==> config.mk <==
export PLATFORM = sky130hd
export DESIGN_NAME = argon_alu_seq_flat
export DESIGN_NICKNAME = d
export VERILOG_FILES = /design/src/rtl/argon_alu_pkg.sv /design/src/rtl/argon_alu_seq_if.sv /design/src/rtl/argon_alu_serial_unit.sv /design/src/rtl/argon_alu_seq.sv /design/src/flat_wrapper.sv
export SDC_FILE = /design/constraint.sdc
export NUM_CORES = 1
export LEC_CHECK = 0
export CAP_MARGIN = 5
export CORE_MARGIN = 4
export CORE_UTILIZATION = 40
export CTS_CLUSTER_SIZE = 30
export DETAILED_ROUTE_END_ITERATION = 6
export PLACE_DENSITY = 0.67
export SKIP_CTS_REPAIR_TIMING = 1
export SLEW_MARGIN = 30
export SYNTH_ARGS = -nofsm -noshare
export SYNTH_HDL_FRONTEND = slang
export SYNTH_SLANG_ARGS = --single-unit
==> constraint.sdc <==
create_clock -name i_Clk -period 9.93 [get_ports i_Clk]
set_input_delay 0.993 -clock i_Clk [delete_from_list [all_inputs] [get_ports i_Clk]]
set_output_delay 0.993 -clock i_Clk [all_outputs]
set_load 0.005 [all_outputs]
==> src/rtl/argon_alu_pkg.sv <==
// Shared types for the sequenced Argon ALU: opcodes, flag bit positions,
// controller states and serial-unit modes.
package argon_alu_pkg;

  typedef enum logic [3:0] {
    OP_ADD  = 4'h0,
    OP_ADC  = 4'h1,
    OP_SBC  = 4'h2,
    OP_CMP  = 4'h3,
    OP_INC  = 4'h4,
    OP_DEC  = 4'h5,
    OP_NAND = 4'h6,
    OP_AND  = 4'h7,
    OP_OR   = 4'h8,
    OP_NOR  = 4'h9,
    OP_XOR  = 4'hA,
    OP_LSH  = 4'hB,
    OP_RSH  = 4'hC,
    OP_ASR  = 4'hD,
    OP_MUL  = 4'hE,
    OP_RSV  = 4'hF
  } opcode_e;

  localparam int FLG_C   = 0;
  localparam int FLG_Z   = 1;
  localparam int FLG_EQ  = 2;
  localparam int FLG_GT  = 3;
  localparam int FLG_LT  = 4;
  localparam int FLG_BR  = 5;
  localparam int FLG_OV  = 6;
  localparam int FLG_RSV = 7;

  typedef enum logic [1:0] {IDLE, SHIFT, MUL} state_e;

  typedef enum logic [1:0] {SU_LSH, SU_RSH, SU_ASR, SU_MUL} su_mode_e;

  function automatic su_mode_e su_mode(input opcode_e op);
    case (op)
      OP_LSH:  return SU_LSH;
      OP_RSH:  return SU_RSH;
      OP_ASR:  return SU_ASR;
      default: return SU_MUL;
    endcase
  endfunction

endpackage

==> src/rtl/argon_alu_seq_if.sv <==
// CPU internal bus view of the Argon ALU: write data, latch/start strobes,
// read selects, and the read/busy/done returns.
interface argon_alu_seq_if #(
  parameter int WIDTH = 16
);
  logic [WIDTH-1:0] i_bus;
  logic [WIDTH-1:0] o_bus;
  logic             o_bus_valid;
  logic             i_latchA;
  logic             i_latchB;
  logic             i_latchF;
  logic             i_latchOp;
  logic             i_start;
  logic             i_outputY;
  logic             i_outputF;
  logic             i_outputH;
  logic             o_busy;
  logic             o_done;

  modport master (
    output i_bus, i_latchA, i_latchB, i_latchF, i_latchOp, i_start,
           i_outputY, i_outputF, i_outputH,
    input  o_bus, o_bus_valid, o_busy, o_done
  );

  modport slave (
    input  i_bus, i_latchA, i_latchB, i_latchF, i_latchOp, i_start,
           i_outputY, i_outputF, i_outputH,
    output o_bus, o_bus_valid, o_busy, o_done
  );
endinterface

==> src/rtl/argon_alu_serial_unit.sv <==
// Serial datapath: one shift (or one shift-add multiply step) per clock,
// paced by a down-counter; last_o flags the edge that produces the result.
module argon_alu_serial_unit
  import argon_alu_pkg::*;
#(
  parameter int WIDTH = 16
) (
  input  logic                       i_Clk,
  input  logic                       i_Reset,
  input  logic                       start_i,
  input  su_mode_e                   mode_i,
  input  logic [WIDTH-1:0]           a_i,
  input  logic [WIDTH-1:0]           b_i,
  input  logic [$clog2(WIDTH)-1:0]   k_i,
  output logic                       last_o,
  output logic [WIDTH-1:0]           y_o,
  output logic [WIDTH-1:0]           h_o,
  output logic                       carry_o
);
  localparam int CW = $clog2(WIDTH) + 1;

  su_mode_e         mode_q;
  logic [CW-1:0]    cnt_q;
  logic [WIDTH-1:0] work_q, acc_q, mcand_q;
  logic [WIDTH-1:0] work_d, acc_d, addend;
  logic [WIDTH:0]   sum;
  logic             cout_d;

  always_comb begin
    work_d = work_q;
    acc_d  = acc_q;
    cout_d = 1'b0;
    addend = '0;
    sum    = '0;
    unique case (mode_q)
      SU_LSH: begin
        work_d = {work_q[WIDTH-2:0], 1'b0};
        cout_d = work_q[WIDTH-1];
      end
      SU_RSH: begin
        work_d = {1'b0, work_q[WIDTH-1:1]};
        cout_d = work_q[0];
      end
      SU_ASR: begin
        work_d = {work_q[WIDTH-1], work_q[WIDTH-1:1]};
        cout_d = work_q[0];
      end
      default: begin
        // {acc, work} holds the partial product; the multiplier drains out of work's LSB
        addend = work_q[0] ? mcand_q : '0;
        sum    = {1'b0, acc_q} + {1'b0, addend};
        acc_d  = sum[WIDTH:1];
        work_d = {sum[0], work_q[WIDTH-1:1]};
      end
    endcase
  end

  always_ff @(posedge i_Clk or posedge i_Reset) begin
    if (i_Reset) begin
      mode_q  <= SU_LSH;
      cnt_q   <= '0;
      work_q  <= '0;
      acc_q   <= '0;
      mcand_q <= '0;
    end else if (start_i) begin
      mode_q  <= mode_i;
      cnt_q   <= (mode_i == SU_MUL) ? CW'(WIDTH) : {1'b0, k_i};
      work_q  <= a_i;
      acc_q   <= '0;
      mcand_q <= b_i;
    end else if (cnt_q != '0) begin
      cnt_q  <= cnt_q - CW'(1);
      work_q <= work_d;
      acc_q  <= acc_d;
    end
  end

  assign last_o  = (cnt_q == CW'(1));
  assign y_o     = work_d;
  assign h_o     = acc_d;
  assign carry_o = cout_d;

endmodule

==> src/rtl/argon_alu_seq.sv <==
// Sequenced Argon ALU: bus-latched operands/flags/opcode, explicit start,
// busy/done handshake. Define ARGON_ALU_MUL_EN to build the multiply path.
//
// state | meaning
// IDLE  | accept latches/start; single-cycle ops commit here
// SHIFT | serial shift in progress, k edges
// MUL   | shift-add multiply in progress, WIDTH edges
module argon_alu_seq
  import argon_alu_pkg::*;
#(
  parameter int WIDTH  = 16,
  parameter int FLAG_W = 8
) (
  input logic            i_Clk,
  input logic            i_Reset,
  argon_alu_seq_if.slave bus
);
  localparam int KW  = $clog2(WIDTH);
  localparam int MSB = WIDTH - 1;

  state_e            state_q;
  opcode_e           op_q;
  logic [WIDTH-1:0]  a_q, b_q, y_q, y_d, h_rd, opnd;
  logic [FLAG_W-1:0] flags_q, flags_d, flags_wr;
  logic [WIDTH:0]    sum;
  logic [KW-1:0]     k;
  logic              done_q, cin, is_shift, is_mul, su_start;
  logic              su_last, su_carry;
  logic [WIDTH-1:0]  su_y, su_h;

  assign k        = b_q[KW-1:0];
  assign is_shift = op_q inside {OP_LSH, OP_RSH, OP_ASR};
  assign su_start = (state_q == IDLE) && bus.i_start &&
                    !(bus.i_latchA || bus.i_latchB || bus.i_latchF || bus.i_latchOp) &&
                    ((is_shift && k != '0) || is_mul);

  always_comb begin
    flags_wr          = FLAG_W'(bus.i_bus);
    flags_wr[FLG_RSV] = 1'b0;
  end

  // Single-cycle result; reserved opcodes leave Y and flags as they are.
  always_comb begin
    y_d     = y_q;
    flags_d = flags_q;
    opnd    = b_q;
    cin     = 1'b0;
    sum     = '0;
    unique case (op_q)
      OP_ADD, OP_ADC, OP_INC: begin
        if (op_q == OP_INC) opnd = WIDTH'(1);
        if (op_q == OP_ADC) cin = flags_q[FLG_C];
        sum              = {1'b0, a_q} + {1'b0, opnd} + {{WIDTH{1'b0}}, cin};
        y_d              = sum[MSB:0];
        flags_d[FLG_C]   = sum[WIDTH];
        flags_d[FLG_Z]   = (sum[MSB:0] == '0);
        flags_d[FLG_OV]  = (a_q[MSB] == opnd[MSB]) && (sum[MSB] != a_q[MSB]);
      end
      OP_SBC, OP_DEC: begin
        if (op_q == OP_DEC) opnd = WIDTH'(1);
        if (op_q == OP_SBC) cin = flags_q[FLG_C];
        sum              = {1'b0, a_q} - {1'b0, opnd} - {{WIDTH{1'b0}}, cin};
        y_d              = sum[MSB:0];
        flags_d[FLG_C]   = sum[WIDTH];
        flags_d[FLG_Z]   = (sum[MSB:0] == '0);
        flags_d[FLG_OV]  = (a_q[MSB] != opnd[MSB]) && (sum[MSB] != a_q[MSB]);
        if (op_q == OP_SBC) flags_d[FLG_BR] = sum[WIDTH];
      end
      OP_CMP: begin
        flags_d[FLG_Z]  = (a_q == b_q);
        flags_d[FLG_EQ] = (a_q == b_q);
        flags_d[FLG_GT] = (a_q > b_q);
        flags_d[FLG_LT] = (a_q < b_q);
      end
      OP_NAND, OP_AND, OP_OR, OP_NOR, OP_XOR: begin
        case (op_q)
          OP_NAND: y_d = ~(a_q & b_q);
          OP_AND:  y_d = a_q & b_q;
          OP_OR:   y_d = a_q | b_q;
          OP_NOR:  y_d = ~(a_q | b_q);
          default: y_d = a_q ^ b_q;
        endcase
        flags_d[FLG_Z]  = (y_d == '0);
        flags_d[FLG_OV] = 1'b0;
      end
      OP_LSH, OP_RSH, OP_ASR: begin
        y_d             = a_q;
        flags_d[FLG_C]  = 1'b0;
        flags_d[FLG_Z]  = (a_q == '0);
        flags_d[FLG_OV] = 1'b0;
      end
      default: ;
    endcase
  end

  always_ff @(posedge i_Clk or posedge i_Reset) begin
    if (i_Reset) begin
      state_q <= IDLE;
      op_q    <= OP_ADD;
      a_q     <= '0;
      b_q     <= '0;
      y_q     <= '0;
      flags_q <= '0;
      done_q  <= 1'b0;
    end else begin
      done_q <= 1'b0;
      unique case (state_q)
        IDLE: begin
          if (bus.i_latchA)       a_q     <= bus.i_bus;
          else if (bus.i_latchB)  b_q     <= bus.i_bus;
          else if (bus.i_latchF)  flags_q <= flags_wr;
          else if (bus.i_latchOp) op_q    <= opcode_e'(bus.i_bus[3:0]);
          else if (bus.i_start) begin
            if (su_start) begin
              state_q <= is_mul ? MUL : SHIFT;
            end else begin
              y_q     <= y_d;
              flags_q <= flags_d;
              done_q  <= 1'b1;
            end
          end
        end
        SHIFT, MUL: begin
          if (su_last) begin
            y_q            <= su_y;
            flags_q[FLG_C] <= (state_q == MUL) ? (su_h != '0) : su_carry;
            flags_q[FLG_Z] <= (su_y == '0) && ((state_q != MUL) || (su_h == '0));
            flags_q[FLG_OV] <= 1'b0;
            state_q        <= IDLE;
            done_q         <= 1'b1;
          end
        end
        default: state_q <= IDLE;
      endcase
    end
  end

`ifdef ARGON_ALU_MUL_EN
  logic [WIDTH-1:0] h_q;

  assign is_mul = (op_q == OP_MUL);
  assign h_rd   = h_q;

  always_ff @(posedge i_Clk or posedge i_Reset) begin
    if (i_Reset)                           h_q <= '0;
    else if (state_q == MUL && su_last)    h_q <= su_h;
  end
`else
  assign is_mul = 1'b0;
  assign h_rd   = '0;
`endif

  argon_alu_serial_unit #(.WIDTH(WIDTH)) u_serial (
    .i_Clk   (i_Clk),
    .i_Reset (i_Reset),
    .start_i (su_start),
    .mode_i  (su_mode(op_q)),
    .a_i     (a_q),
    .b_i     (b_q),
    .k_i     (k),
    .last_o  (su_last),
    .y_o     (su_y),
    .h_o     (su_h),
    .carry_o (su_carry)
  );

  always_comb begin
    bus.o_bus = '0;
    if (bus.i_outputY)      bus.o_bus = y_q;
    else if (bus.i_outputF) bus.o_bus = WIDTH'(flags_q);
    else if (bus.i_outputH) bus.o_bus = h_rd;
  end

  assign bus.o_bus_valid = bus.i_outputY | bus.i_outputF | bus.i_outputH;
  assign bus.o_busy      = (state_q != IDLE);
  assign bus.o_done      = done_q;

endmodule

==> src/flat_wrapper.sv <==
// flat-port wrapper written by rule: the top's interface ports become plain ports
module argon_alu_seq_flat import argon_alu_pkg::*;
#(
  parameter int WIDTH  = 16,
  parameter int FLAG_W = 8
)
  (i_Clk, i_Reset, bus_i_bus, bus_i_latchA, bus_i_latchB, bus_i_latchF, bus_i_latchOp, bus_i_start, bus_i_outputY, bus_i_outputF, bus_i_outputH, bus_o_bus, bus_o_bus_valid, bus_o_busy, bus_o_done);
  argon_alu_seq_if #(.WIDTH(WIDTH)) bus_i ();
  input logic i_Clk;
  input logic i_Reset;
  input wire logic [$bits(bus_i.i_bus)-1:0] bus_i_bus;
  input wire logic [$bits(bus_i.i_latchA)-1:0] bus_i_latchA;
  input wire logic [$bits(bus_i.i_latchB)-1:0] bus_i_latchB;
  input wire logic [$bits(bus_i.i_latchF)-1:0] bus_i_latchF;
  input wire logic [$bits(bus_i.i_latchOp)-1:0] bus_i_latchOp;
  input wire logic [$bits(bus_i.i_start)-1:0] bus_i_start;
  input wire logic [$bits(bus_i.i_outputY)-1:0] bus_i_outputY;
  input wire logic [$bits(bus_i.i_outputF)-1:0] bus_i_outputF;
  input wire logic [$bits(bus_i.i_outputH)-1:0] bus_i_outputH;
  output wire logic [$bits(bus_i.o_bus)-1:0] bus_o_bus;
  output wire logic [$bits(bus_i.o_bus_valid)-1:0] bus_o_bus_valid;
  output wire logic [$bits(bus_i.o_busy)-1:0] bus_o_busy;
  output wire logic [$bits(bus_i.o_done)-1:0] bus_o_done;
  assign bus_i.i_bus = bus_i_bus;
  assign bus_i.i_latchA = bus_i_latchA;
  assign bus_i.i_latchB = bus_i_latchB;
  assign bus_i.i_latchF = bus_i_latchF;
  assign bus_i.i_latchOp = bus_i_latchOp;
  assign bus_i.i_start = bus_i_start;
  assign bus_i.i_outputY = bus_i_outputY;
  assign bus_i.i_outputF = bus_i_outputF;
  assign bus_i.i_outputH = bus_i_outputH;
  assign bus_o_bus = bus_i.o_bus;
  assign bus_o_bus_valid = bus_i.o_bus_valid;
  assign bus_o_busy = bus_i.o_busy;
  assign bus_o_done = bus_i.o_done;
  argon_alu_seq #(.WIDTH(WIDTH), .FLAG_W(FLAG_W)) u_core (.i_Clk(i_Clk), .i_Reset(i_Reset), .bus(bus_i));
endmodule
=== After elaboration in Yosys (flattened, before gate mapping) ===
Index checks and enable logic that the tools add are counted.

* Muxes and demuxes: 66
* Multiply operators: 0
* Reduce and logical (&&, ||, !) cells: 51
* Add/subtract/negate cells: 6
* Div/mod/pow operators: 0
* Bitwise logic cells: 10
* Equal/unequal tests: 42
* $lt $le $gt $ge: 2
* Shifts and indexed selects: 0

{| class="wikitable"
|+ Operators by type and width
! operator !! count
|-
| 16-bit two-way mux || 19
|-
| 16-bit one-hot mux with 4 select lines || 2
|-
| 16-bit zero test || 6
|-
| 16-bit one-hot mux with 3 select lines || 1
|-
| 16-bit by 16-bit adder with 17-bit output || 2
|-
| 8-bit two-way mux || 4
|-
| 16-bit NOT || 2
|-
| 16-bit one-hot mux with 2 select lines || 1
|-
| 8-bit AND reduction || 4
|-
| 4-bit == test (second input constant) || 6
|-
| 7-bit two-way mux || 3
|-
| 2-bit != test (second input constant) || 9
|-
| 17-bit by 1-bit adder with 17-bit output || 1
|-
| 16-bit by 16-bit subtractor with 17-bit output || 1
|-
| 17-bit by 1-bit subtractor with 17-bit output || 1
|-
| 16-bit AND || 1
|-
| 16-bit == test || 1
|-
| 4-bit by 3-bit == test with 1-bit output (second input constant) || 4
|-
| 16-bit greater-than comparator || 1
|-
| 16-bit < comparator || 1
|-
| 2-bit two-way mux || 8
|-
| 16-bit OR || 1
|-
| 16-bit nonzero test || 1
|-
| 16-bit bitwise XOR || 1
|-
| 41 further kinds || 96
|}

* Memory bits (writable): 0
* Register bits: 118
* Bits in read-only memories: 0
* Bits in latches: 0
* Word-level logic and storage cells: 194
* Output and inout port bits: 19
* Memories: 0
* Input port bits: 26

=== Longest topological paths before layout ===
Gate-level depths: netlist (run 1).

* Depth after elaboration: 15
* Mapped depth: 19
* Depth with buffers taken out: 15

=== Cells and area by module ===
From an unflattened synthesis (run 1), not the netlist that was laid out.

* Cells, all modules: 1,255
* Area total of the unflattened synthesis: 10,507.6 µm²

{| class="wikitable"
|+ Modules (own cells, without submodules)
! module !! area an instance (µm²) !! sequential area each (µm²) !! times used !! cells an instance
|-
| argon_alu_seq || 6,802.8 || 1,526.5 || 1 || 863
|-
| argon_alu_serial_unit || 3,704.8 || 1,376.3 || 1 || 392
|}

=== Least setup slack after synthesis (run 1) ===
OpenSTA, ideal clock, no wires.

* Path kind: register to register
* Start: register u_core.op_q[0]
* End: register u_core.flags_q[1]
* Slack: 5.764 ns
* Setup time: 0.076 ns
* Cell stages (with the launch flop): 20
* Arrival: 4.090 ns
* Clock period less this slack: 4.166 ns
* Data required time: 9.854 ns
* Path buffers: 5
* Cell sequence: dfrtp_1 clkbuf_1 buf_2 buf_2 nor4bb_1 clkbuf_1 clkbuf_1 nor2_1 ha_1 inv_1 ha_1 a21oi_1 o21ai_1 a211oi_1 o31ai_1 xor2_1 or3_1 nor4_1 o21bai_1 o21ai_1

* Cells in the longest elaborated chain, start to end: 14
* Elaborated cells on any way between the ends: 49
* Classes of those cells: add/sub: 4; eq/ne: 15; mux: 18; reduce/logical: 12

{| class="wikitable"
|+ RTL lines
! what !! RTL line !! RTL
|-
| start: declaration || argon_alu_seq.sv:22 || <nowiki>opcode_e op_q;</nowiki>
|-
| start signal: assignment || argon_alu_seq.sv:112 || <nowiki>else if (bus.i_latchOp) op_q <= opcode_e'(bus.i_bus[3:0]);</nowiki>
|-
| 4-bit by 3-bit == test with 1-bit output (on tied branches) || argon_alu_seq.sv:49, argon_alu_seq.sv:60, argon_alu_seq.sv:51 ||
|-
| 16-bit two-way mux (on tied branches) || argon_alu_seq.sv:60, argon_alu_seq.sv:51 ||
|-
| 16-bit two-way mux || argon_alu_seq.sv:49 || <nowiki>unique case (op_q)</nowiki>
|-
| 16-bit by 16-bit subtractor with 17-bit output / 16-bit by 16-bit adder with 17-bit output (equally long branches) || argon_alu_seq.sv:62, argon_alu_seq.sv:53 ||
|-
| 17-bit by 1-bit subtractor with 17-bit output / 17-bit by 1-bit adder with 17-bit output (equally long branches) || argon_alu_seq.sv:62, argon_alu_seq.sv:53 ||
|-
| 16-bit zero test (on tied branches) || argon_alu_seq.sv:65, argon_alu_seq.sv:56 ||
|-
| 1-bit one-hot mux with 5 select lines || argon_alu_seq.sv:49 ||
|-
| 7-bit two-way mux || argon_alu_seq.sv:114 || <nowiki>if (su_start) begin</nowiki>
|-
| 8-bit two-way mux || argon_alu_seq.sv:113 || <nowiki>else if (bus.i_start) begin</nowiki>
|-
| 8-bit two-way mux || argon_alu_seq.sv:112 ||
|-
| 8-bit two-way mux || argon_alu_seq.sv:111 || <nowiki>else if (bus.i_latchF) flags_q <= flags_wr;</nowiki>
|-
| 7-bit two-way mux || argon_alu_seq.sv:110 || <nowiki>else if (bus.i_latchB) b_q <= bus.i_bus;</nowiki>
|-
| 7-bit two-way mux || argon_alu_seq.sv:109 || <nowiki>if (bus.i_latchA) a_q <= bus.i_bus;</nowiki>
|-
| 2-bit one-hot mux with 2 select lines || argon_alu_seq.sv:107 || <nowiki>unique case (state_q)</nowiki>
|-
| end signal: assignment || argon_alu_seq.sv:111 ||
|-
| end signal: assignment || argon_alu_seq.sv:118 || <nowiki>flags_q <= flags_d;</nowiki>
|-
| end signal: indexed assignment || argon_alu_seq.sv:126 || <nowiki>flags_q[FLG_C] <= (state_q == MUL) ? (su_h != '0) : su_carry;</nowiki>
|-
| end: declaration || argon_alu_seq.sv:24 || <nowiki>logic [FLAG_W-1:0] flags_q, flags_d, flags_wr;</nowiki>
|}

Parallel ways exist; a longest one is shown, timed or not. The select of a mux whose other input is x is not followed.
A chain may end at the register's enable or synchronous reset.

=== Worst setup path after layout (run 1) ===
* Start: register u_core.op_q[0]
* End: register u_core.y_q[15]

* Cells in the longest elaborated chain, start to end: 13
* Elaborated cells on any way between the ends: 45
* Classes of those cells: add/sub: 4; eq/ne: 14; mux: 18; reduce/logical: 9

{| class="wikitable"
|+ RTL lines
! what !! RTL line !! RTL
|-
| 4-bit by 3-bit == test with 1-bit output (on tied branches) || argon_alu_seq.sv:49, argon_alu_seq.sv:60, argon_alu_seq.sv:51 ||
|-
| 16-bit two-way mux (on tied branches) || argon_alu_seq.sv:60, argon_alu_seq.sv:51 ||
|-
| 16-bit two-way mux || argon_alu_seq.sv:49 ||
|-
| 16-bit by 16-bit subtractor with 17-bit output / 16-bit by 16-bit adder with 17-bit output (equally long branches) || argon_alu_seq.sv:62, argon_alu_seq.sv:53 ||
|-
| 17-bit by 1-bit subtractor with 17-bit output / 17-bit by 1-bit adder with 17-bit output (equally long branches) || argon_alu_seq.sv:62, argon_alu_seq.sv:53 ||
|-
| 16-bit one-hot mux with 4 select lines || argon_alu_seq.sv:49 ||
|-
| 16-bit two-way mux || argon_alu_seq.sv:114 ||
|-
| 16-bit two-way mux || argon_alu_seq.sv:113 ||
|-
| 16-bit two-way mux || argon_alu_seq.sv:112 ||
|-
| 16-bit two-way mux || argon_alu_seq.sv:111 ||
|-
| 16-bit two-way mux || argon_alu_seq.sv:110 ||
|-
| 16-bit two-way mux || argon_alu_seq.sv:109 ||
|-
| 16-bit one-hot mux with 2 select lines || argon_alu_seq.sv:107 ||
|-
| end signal: assignment || argon_alu_seq.sv:117 || <nowiki>y_q <= y_d;</nowiki>
|-
| end signal: assignment || argon_alu_seq.sv:125 || <nowiki>y_q <= su_y;</nowiki>
|-
| end: declaration || argon_alu_seq.sv:23 || <nowiki>logic [WIDTH-1:0] a_q, b_q, y_q, y_d, h_rd, opnd;</nowiki>
|}

Parallel ways exist; a longest one is shown, timed or not. The select of a mux whose other input is x is not followed.

==> impl_metrics.json, run 1 <==
{
  "vias_per_cell": 6.055,
  "finalCritPeriodShare_pct": 44.89,
  "placedCellCount": 1524,
  "ys.flop_type": "dfrtp_1",
  "dpl.hpwl_um": 24810,
  "worst-slew-pin-transition_ns": 0.9138,
  "num_io_pins": 45,
  "synth_mux_area_share_pct": 1.912,
  "synth_commonest_cells": "nand2_1 (148), dfrtp_1 (116), ha_1 (116), o21ai_0 (111), inv_1 (91)",
  "avgRoutedWirePerCell_um": 21.18,
  "syn_area_per_cell_um2": 8.232,
  "pre_cts_slack_ns": 5.484,
  "grt_max_degree": 66,
  "post-route-min-period_ns": 4.457,
  "synth_area_leader_cell": "dfrtp_1",
  "power.switching_mw": 1.952,
  "power.internal_mw": 1.997,
  "area_delta_synth_final_pct": 13.37,
  "drtIter0Drc": 1105,
  "clockBufferDepth": 2,
  "syn_area_um2": 9945,
  "max_freq_mhz": 224.3,
  "placed_area_um2": 10610,
  "n_fill_cell": 2413,
  "finalHoldViolCount": 0,
  "slew_viol_final": 0,
  "peakVddDrop_v": 0.0001237,
  "grt_use_total_pct": 23.66,
  "grt_first_pass_wirelength_um": 51700,
  "ys_top_cells_by_area": "dfrtp_1 (29%), ha_1 (15%), o21ai_0 (5.6%), nand2_1 (5.6%), a21oi_1 (4.0%)",
  "ys_ff_latch": 116,
  "finalClockSkew_ns": 0.01044,
  "yosys.area_share.simple_pct": 17.64,
  "synth_top_family_by_area": "compound AO/OA/AOI/OAI gates",
  "seqPwrFrac_pct": 20.8,
  "finalSetupTns_ns": 0,
  "yosys_warnings": 0,
  "cts.sinks": 116,
  "antenna_found_initial": 1,
  "grt_pass1_vias": 8872,
  "nets": 1366,
  "wirelength_um": 32950,
  "status": "complete, no violations",
  "slew_headroom_pct": 38.61,
  "crit_type": "flip-flop to flip-flop",
  "crit_chain": "buf_4, nor4bb_2, buf_4, or2_2, fa_1, ha_1, o21ai_1, a311oi_2, a211oi_1, o21ai_1, a31oi_1, xnor2_1, a21oi_1, nor3_1, o22a_1",
  "crit_required_ns": 10.29,
  "die_width_um": 165.7,
  "final_cell_count_no_fill": 1556,
  "globalplace.congestion": 0.9873,
  "crit_family": "compound AO/OA/AOI/OAI gates",
  "p_clk_share_pct": 17.9,
  "hold_class": "flip-flop to flip-flop",
  "drt-pass1-iter-count": 6,
  "yosysMostFrequentCell": "nand2_1",
  "yosys.area_share.adder_pct": 15.60,
  "crit_arrival_ns": 4.82,
  "grt.overflow.total": 0,
  "core-area_um2": 24390,
  "synth-seq-area-share_pct": 29.19,
  "clkTransAtPathRegs_ns": 0.06,
  "endpoint_kind": "flip-flop",
  "synth_xor_area_share_pct": 3.611,
  "vias": 9422,
  "synth_cell_types": 82,
  "critPathMaxStageDelay_ns": 0.46,
  "htree_levels": 4,
  "synth_compound_gate_area_share_pct": 25.72,
  "synth-edff-count": 0,
  "ant_nets": 0,
  "async_flop_share_pct": 100.0,
  "setup_viol": 0,
  "synth_top_area_share_pct": 29.19,
  "clock_latency_ns": 0.43,
  "portBuffers": 44,
  "final.setup.worst_slack_ns": 5.473,
  "die_y_um": 165.7,
  "power.density_nw_per_um2": 350.2,
  "drv_cap": 0,
  "placementRows": 57,
  "synth_fp_nets": 1355,
  "cts_buffers": 17,
  "startpoint_type": "flip-flop",
  "antennaDiodeCount": 0,
  "synth_cells": 1208,
  "post-route-cell-area_um2": 11270,
  "cp_max_fo": 42,
  "cts_tree": "done",
  "drive_above_1_share_pct": 7.224,
  "drc_errors": 0,
  "rsz0062_at_grt": "false",
  "regArea_um2": 2903,
  "multi_input_area_um2": 6446,
  "cpMaxStageDelayCell": "a211oi_1",
  "crit_buf_inv": 2,
  "initial_core_util_pct": 40.77,
  "switching_share_pct": 49.43,
  "root_buffer": "clkbuf_16",
  "dieArea_um2": 27450,
  "power_frac_comb_pct": 61.3,
  "p_leak_nw": 5.065
}
layer usage:
layer / wire (µm) / up-vias / GRT usage, % / share of wire (%)
li1: - / 4380 / - / -
met1: 14750 / 4486 / 33.59 / 45
met2: 14140 / 471 / 35.26 / 43
met3: 2813 / 83 / 5.505 / 8.5
met4: 1236 / 2 / 8.608 / 3.8
met5: 11 / - / 0 / 0.033
path summary, 6_finish.rpt:
| check | slack, ns | cells after the start | end | from |
|---|---|---|---|---|
| max | 5.47 | 15 | u_core.y_q[15]$_DFFE_PP0P_ | u_core.op_q[0]$_DFFE_PP0P_ |
| min reg2reg | 0.47 | 2 | u_core.u_serial.mcand_q[8]$_DFFE_PP0P_ | u_core.u_serial.mcand_q[8]$_DFFE_PP0P_ |
| max in group asynchronous | 7.59 | 3 | u_core.u_serial.work_q[11]$_DFFE_PP0P_ | i_Reset |
| min in group asynchronous | 1.03 | 2 | u_core.u_serial.acc_q[13]$_DFFE_PP0P_ | i_Reset |
| max reg2reg | 5.47 | 15 | u_core.y_q[15]$_DFFE_PP0P_ | u_core.op_q[0]$_DFFE_PP0P_ |
| min | 0.47 | 2 | u_core.u_serial.mcand_q[8]$_DFFE_PP0P_ | u_core.u_serial.mcand_q[8]$_DFFE_PP0P_ |
layout by cell type, fill, tap and decap left out, drive strengths merged, types with 13 or more instances in the layout:
master | netlist | layout
a211oi | 13 | 13
a21oi | 82 | 82
a22oi | 30 | 30
and2 | 26 | 26
clkbuf | 37 | 18
clkdlybuf4s50 | 0 | 44
dfrtp | 116 | 116
ha | 116 | 116
inv | 91 | 95
mux2 | 16 | 16
nand2 | 148 | 148
nand3 | 16 | 16
nor2 | 77 | 77
nor3 | 22 | 22
nor4 | 13 | 13
o211ai | 20 | 20
o21ai | 119 | 119
o22ai | 25 | 25
xnor2 | 21 | 21
xor2 | 20 | 20
per-stage QoR:
stage               utilization [%]  hold slack [ns]  power, mW
floorplan                         -           0.4382      2.460
global placement              43.47           0.4542      3.129
detailed placement            43.50           0.4589      3.158
CTS                           46.20           0.4775      3.879
global route                  46.22           0.5063      4.213
finish                        46.22           0.4734      3.949
power by group through the flow:
stage / clock, mW / combinational (mW) / sequential (mW)
2_1_floorplan: 0 / 1.73 / 0.734
3_5_place_dp: 0 / 2.34 / 0.820
4_1_cts: 0.706 / 2.36 / 0.815
6_report: 0.706 / 2.42 / 0.823
3_3_place_gp: 0 / 2.31 / 0.815
5_1_grt: 0.730 / 2.64 / 0.839
cells by family after synthesis:
logic type | after synthesis
AND/OR/NAND/NOR | 365
flip-flops | 116
buffers and inverters | 153
multiplexers | 17
adder cells (fa/ha/maj) | 121
AO/OA/AOI/OAI | 395
XOR/XNOR | 41
registers in the layout, summed over array words and instances (netlist names):
register and cells:
u_core.flags_q 7, u_core.b_q 16, u_core.y_q 16, u_core.a_q 16, u_core.u_serial.mode_q 2, u_core.state_q 1
u_core.bus.o_done 1, u_core.op_q 4, u_core.u_serial.acc_q 16, u_core.u_serial.work_q 16, u_core.u_serial.cnt_q 5, u_core.u_serial.mcand_q 16
worst register-to-register path: stages, from the launching register on:
cell      delay, ns
dfrtp_1        0.33
buf_4          0.38
nor4bb_2       0.37
buf_4          0.27
or2_2          0.15
fa_1           0.43
ha_1           0.20
o21ai_1        0.32
a311oi_2       0.23
a211oi_1       0.46
o21ai_1        0.11
a31oi_1        0.20
xnor2_1        0.23
a21oi_1        0.15
nor3_1         0.36
o22a_1         0.22
final cells by class:
class	instances	share of cell area (%)
Sequential cell	116	25.75
Inverter	91	3.052
Timing Repair Buffer	54	4.572
Multi-Input combinational cell	939	57.17
Clock inverter	14	1.964
Clock buffer	18	3.895
Tap cell	324	3.596
No activity file was read; power rests on OpenSTA's default activity.
==> run 2: changes to the inputs <==
clock period = 4.4 ns   (was 9.93 ns; I/O delays follow)
==> run 2 against run 1 <==
Cell count is 0.39% higher. Design area grew 0.12%. Count of clock-buffer cells in the layout unchanged. Die area unchanged. Non-clock buffer count grew 6. Worst setup slack worse by 5.2 ns.
==> impl_metrics.json, run 2 (synthesis gave the netlist of run 1 again) <==
{
  "status": "complete, no violations",
  "antenna_found_initial": 0,
  "placed_area_um2": 10670,
  "p_leak_nw": 5.079,
  "startpoint_type": "flip-flop",
  "htree_levels": 4,
  "initial_core_util_pct": 40.77,
  "final_cell_count_no_fill": 1562,
  "area_delta_synth_final_pct": 13.51,
  "grt_pass1_vias": 9058,
  "clock_latency_ns": 0.43,
  "placedCellCount": 1530,
  "die_y_um": 165.7,
  "finalSetupTns_ns": 0,
  "seqPwrFrac_pct": 21.5,
  "switching_share_pct": 48.90,
  "drt-pass1-iter-count": 5,
  "worst-slew-pin-transition_ns": 0.9229,
  "crit_arrival_ns": 4.45,
  "cp_max_fo": 20,
  "clkTransAtPathRegs_ns": 0.06,
  "antennaDiodeCount": 0,
  "peakVddDrop_v": 0.0003079,
  "cts.sinks": 116,
  "power.density_nw_per_um2": 763.3,
  "dpl.hpwl_um": 23710,
  "dieArea_um2": 27450,
  "critPathMaxStageDelay_ns": 0.68,
  "final.setup.worst_slack_ns": 0.3044,
  "core-area_um2": 24390,
  "wirelength_um": 31360,
  "power.switching_mw": 4.214,
  "crit_type": "flip-flop to flip-flop",
  "num_io_pins": 45,
  "power.internal_mw": 4.403,
  "pre_cts_slack_ns": 0.4064,
  "rsz0062_at_grt": "false",
  "power_frac_comb_pct": 61.4,
  "die_width_um": 165.7,
  "vias_per_cell": 6.015,
  "final_cell_mix": "nand2_1 (147), ha_1 (116), dfrtp_1 (116)",
  "placementRows": 57,
  "endpoint_kind": "flip-flop",
  "drc_errors": 0,
  "setup_viol": 0,
  "final_common_cell": "nand2_1",
  "cts_tree": "done",
  "drtIter0Drc": 938,
  "root_buffer": "clkbuf_16",
  "slew_viol_final": 0,
  "post-route-cell-area_um2": 11290,
  "r2r_setup_slack_ns": 0.30,
  "fin_hold_ws_ns": 0.4703,
  "hold_class": "flip-flop to flip-flop",
  "grt_use_total_pct": 22.67,
  "crit_chain": "nor4bb_2, buf_4, nor2_1, ha_1, inv_1, ha_1, nor2_1, a311oi_2, a211oi_1, o31ai_1, xor2_1, or3_1, nor4_1, o21bai_1, o21ai_1",
  "grt.overflow.total": 0,
  "finalHoldViolCount": 0,
  "slew_headroom_pct": 38.47,
  "crit_required_ns": 4.75,
  "grt_first_pass_wirelength_um": 50680,
  "nets": 1372,
  "clockBufferDepth": 2,
  "globalplace.congestion": 0.9493,
  "drv_cap": 0,
  "cpMaxStageDelayCell": "dfrtp_1",
  "max_freq_mhz": 244.2,
  "ant_nets": 0,
  "post-route-min-period_ns": 4.096,
  "portBuffers": 44,
  "finalClockSkew_ns": 0.01294,
  "vias": 9396,
  "finalCritPeriodShare_pct": 93.08,
  "cts_buffers": 17,
  "avgRoutedWirePerCell_um": 20.07,
  "drive_above_1_share_pct": 7.674,
  "p_clk_share_pct": 17.1,
  "grt_max_degree": 70
}
## run 2: final timing paths
check                                                         end  cells after the start                              startpoint
min in group asynchronous   u_core.u_serial.acc_q[12]$_DFFE_PP0P_                      2                                 i_Reset
min                        u_core.u_serial.mcand_q[7]$_DFFE_PP0P_                      2  u_core.u_serial.mcand_q[7]$_DFFE_PP0P_
max in group asynchronous              u_core.y_q[14]$_DFFE_PP0P_                      3                                 i_Reset
max                                 u_core.flags_q[1]$_DFFE_PP0P_                     15              u_core.op_q[2]$_DFFE_PP0P_
max reg2reg                         u_core.flags_q[1]$_DFFE_PP0P_                     15              u_core.op_q[2]$_DFFE_PP0P_
min reg2reg                u_core.u_serial.mcand_q[7]$_DFFE_PP0P_                      2  u_core.u_serial.mcand_q[7]$_DFFE_PP0P_
## run 2: power by group through the flow
stage | registers [mW] | clock network [mW] | logic, mW
after floorplan | 1.66 | 0 | 3.89
after global placement | 1.84 | 0 | 5.06
after detailed placement | 1.85 | 0 | 5.15
after CTS | 1.84 | 1.48 | 5.19
after global routing | 1.90 | 1.53 | 5.84
final | 1.86 | 1.47 | 5.29
## run 2: metal layers
layer | GRT usage, % | part of all wire [%] | vias to the layer above
met2 | 34.46 | 44 | 403
met3 | 4.480 | 7.4 | 85
met5 | 0 | 0 | -
met1 | 31.48 | 45 | 4506
met4 | 9.792 | 4.2 | 0
li1 | - | - | 4402
## run 2: critical path: cells and delay by family, from the launching register on
family	cells	cell delay [ns]
AOI/OAI and AO/OA	5	1.17
and+or+nand+nor	5	1.13
DFF	1	0.68
adders and majority gates	2	0.60
buffers and inverters	2	0.31
xor gates and xnor gates	1	0.13
## run 2: final cells by class
class,count,area (µm²)
clock inverter,14,176.4
inverter,91,346.6
timing repair buffer,60,573.1
fill,2398,13100
clock buffer,18,439.2
multi-input combinational,939,6445
tap,324,405.4
sequential,116,2903
## run 2: through the flow
stage / utilization (%) / power (mW)
after floorplan: - / 5.551
after global placement: 43.71 / 6.904
after detailed placement: 43.73 / 6.999
after CTS: 46.25 / 8.510
after global routing: 46.28 / 9.274
final: 46.28 / 8.616
==> run 3: changes to the inputs <==
CORE_UTILIZATION = 49   (was 40)
GPL_TIMING_DRIVEN = 0   (was default)
PLACE_DENSITY = 0.77   (was 0.67)
==> run 3 against run 2 <==
Maximum frequency fell by 6.3%. Routed wire length rose by 11%. Critical endpoint is now u_core.y_q[11]$_DFFE_PP0P_. Non-clock buffer count rose by 49. Largest cell class unchanged. First-iteration DRC count rose by 25%. Via count rose by 6.0%. Worst setup slack got worse by 0.27 ns. Total power rose by 5.5%. Clock skew fell by 0.0033 ns. Highest routed layer is now met5. Register-to-register slack got worse by 0.27 ns. Largest power group unchanged. Combinational power rose by 13%. Worst hold slack got worse by 0.059 ns.
==> impl_metrics.json, run 3 (synthesis gave the netlist of run 1 again) <==
{
  "status": "complete, no violations",
  "final_common_cell": "nand2_1",
  "cp_max_fo": 10,
  "crit_arrival_ns": 4.68,
  "grt_max_degree": 75,
  "crit_required_ns": 4.71,
  "reg2reg_to": "u_core.y_q[11]$_DFFE_PP0P_",
  "grt_pass1_vias": 9388,
  "endpoint_kind": "flip-flop",
  "vias_per_cell": 6.424,
  "htree_levels": 4,
  "crit_type": "flip-flop to flip-flop",
  "num_io_pins": 45,
  "hold_class": "input pin to asynchronous set/reset pin",
  "power.density_nw_per_um2": 789.8,
  "die_y_um": 150.5,
  "wirelength_um": 34800,
  "grt_use_total_pct": 31.34,
  "placedCellCount": 1517,
  "slew_headroom_pct": 46.13,
  "die_width_um": 150.5,
  "initial_core_util_pct": 50.43,
  "antennaDiodeCount": 0,
  "cts_tree": "done",
  "vias": 9957,
  "grt_first_pass_wirelength_um": 53800,
  "finalHoldViolCount": 0,
  "p_leak_nw": 5.204,
  "dpl.hpwl_um": 26710,
  "worst-slew-pin-transition_ns": 0.8036,
  "cts_buffers": 17,
  "area_delta_synth_final_pct": 15.79,
  "pre_cts_slack_ns": -1.094,
  "slew_viol_final": 0,
  "cts.sinks": 116,
  "fin_hold_ws_ns": 0.4113,
  "r2r_start": "u_core.op_q[0]$_DFFE_PP0P_",
  "drc_errors": 0,
  "clkTransAtPathRegs_ns": 0.06,
  "nets": 1421,
  "placed_area_um2": 10750,
  "ant_nets": 0,
  "setup_viol": 0,
  "root_buffer": "clkbuf_16",
  "dieArea_um2": 22640,
  "post-route-cell-area_um2": 11510,
  "grt.overflow.total": 0,
  "post-route-min-period_ns": 4.370,
  "portBuffers": 43,
  "drt-pass1-iter-count": 6,
  "drv_cap": 0,
  "r2r_cells": 16,
  "final_cell_count_no_fill": 1550,
  "max_freq_mhz": 228.8,
  "drive_above_1_share_pct": 9.572,
  "drtIter0Drc": 1173,
  "clockBufferDepth": 2,
  "final_cell_mix": "nand2_1 (148), dfrtp_1 (115), ha_1 (114)",
  "clock_latency_ns": 0.42,
  "r2r_setup_slack_ns": 0.03,
  "core-area_um2": 19720,
  "startpoint_type": "flip-flop",
  "antenna_found_initial": 3,
  "crit_start": "u_core.op_q[0]$_DFFE_PP0P_",
  "globalplace.congestion": 1.029,
  "endpoint": "u_core.y_q[11]$_DFFE_PP0P_",
  "placementRows": 51,
  "peakVddDrop_v": 0.0005923,
  "final.setup.worst_slack_ns": 0.02981,
  "finalCritPeriodShare_pct": 99.32,
  "avgRoutedWirePerCell_um": 22.45,
  "finalClockSkew_ns": 0.009622
}
run 3: cell types whose count changed in the layout (fill, tap and decap cells not counted), moves of 4 or more:
cell and change:
buf_2 +15, buf_4 -6, buf_6 +4, clkbuf_1 +32
clkinv_2 +4, inv_6 -4
run 3: final cells by class:
class / count / area [µm²]
clock inverter: 10 / 85.08
tap: 265 / 331.6
timing repair buffer: 49 / 495.5
buffer: 60 / 329.1
sequential: 116 / 2904
multi-input combinational: 939 / 6564
clock buffer: 20 / 456.7
inverter: 91 / 349.1
fill: 1758 / 8203
run 3: per-stage QoR:
| step | power (mW) | setup TNS (ns) | utilization [%] |
|---|---|---|---|
| 5_1_grt | 9.667 | -0.06935 | 58.40 |
| 3_5_place_dp | 7.288 | -11.21 | 54.53 |
| 3_3_place_gp | 7.184 | -115.05 | 54.30 |
| 4_1_cts | 8.610 | -11.36 | 57.28 |
| 6_report | 9.094 | 0 | 58.40 |
| 2_1_floorplan | 5.551 | 0 | - |
run 3: layer usage:
| layer | up-vias | part of all wire, % | GRT usage, % |
|---|---|---|---|
| met5 | - | 0.12 | 0 |
| met4 | 6 | 4.6 | 13.45 |
| met3 | 113 | 9.7 | 6.743 |
| met2 | 578 | 44 | 47.10 |
| met1 | 4756 | 42 | 43.62 |
| li1 | 4504 | - | - |
run 3: report_power, final:
group          switching, mW  leakage (nW)  internal, mW  total, mW
logic                   3.71          3.46          2.27       5.98
registers              0.391          1.47          1.43       1.82
clock network          0.505         0.271         0.793       1.30
run 3: critical path: stages, from the launching register on:
cell and delay, ns:
dfrtp_2 0.46, buf_8 0.15, buf_8 0.14, buf_12 0.15, nor4bb_4 0.16, buf_6 0.15
or2_4 0.23, fa_1 0.55, ha_2 0.23, o21ai_4 0.09, a311oi_4 0.45, a211oi_2 0.18
nor2_1 0.14, xor2_1 0.13, a221oi_1 0.62, a21oi_1 0.13, mux2_2 0.30
run 3: worst min-delay path by stage:
stage,from,end,depth (start not counted)
3_3_place_gp,u_core.u_serial.mcand_q[2]$_DFFE_PP0P_,u_core.u_serial.mcand_q[2]$_DFFE_PP0P_,2
6_report,i_Reset,u_core.u_serial.mcand_q[7]$_DFFE_PP0P_,2
4_1_cts,i_Reset,u_core.a_q[4]$_DFFE_PP0P_,2
5_1_grt,i_Reset,u_core.u_serial.acc_q[6]$_DFFE_PP0P_,2
2_1_floorplan,u_core.u_serial.mcand_q[0]$_DFFE_PP0P_,u_core.u_serial.mcand_q[0]$_DFFE_PP0P_,2
3_5_place_dp,u_core.u_serial.mcand_q[12]$_DFFE_PP0P_,u_core.u_serial.mcand_q[12]$_DFFE_PP0P_,2
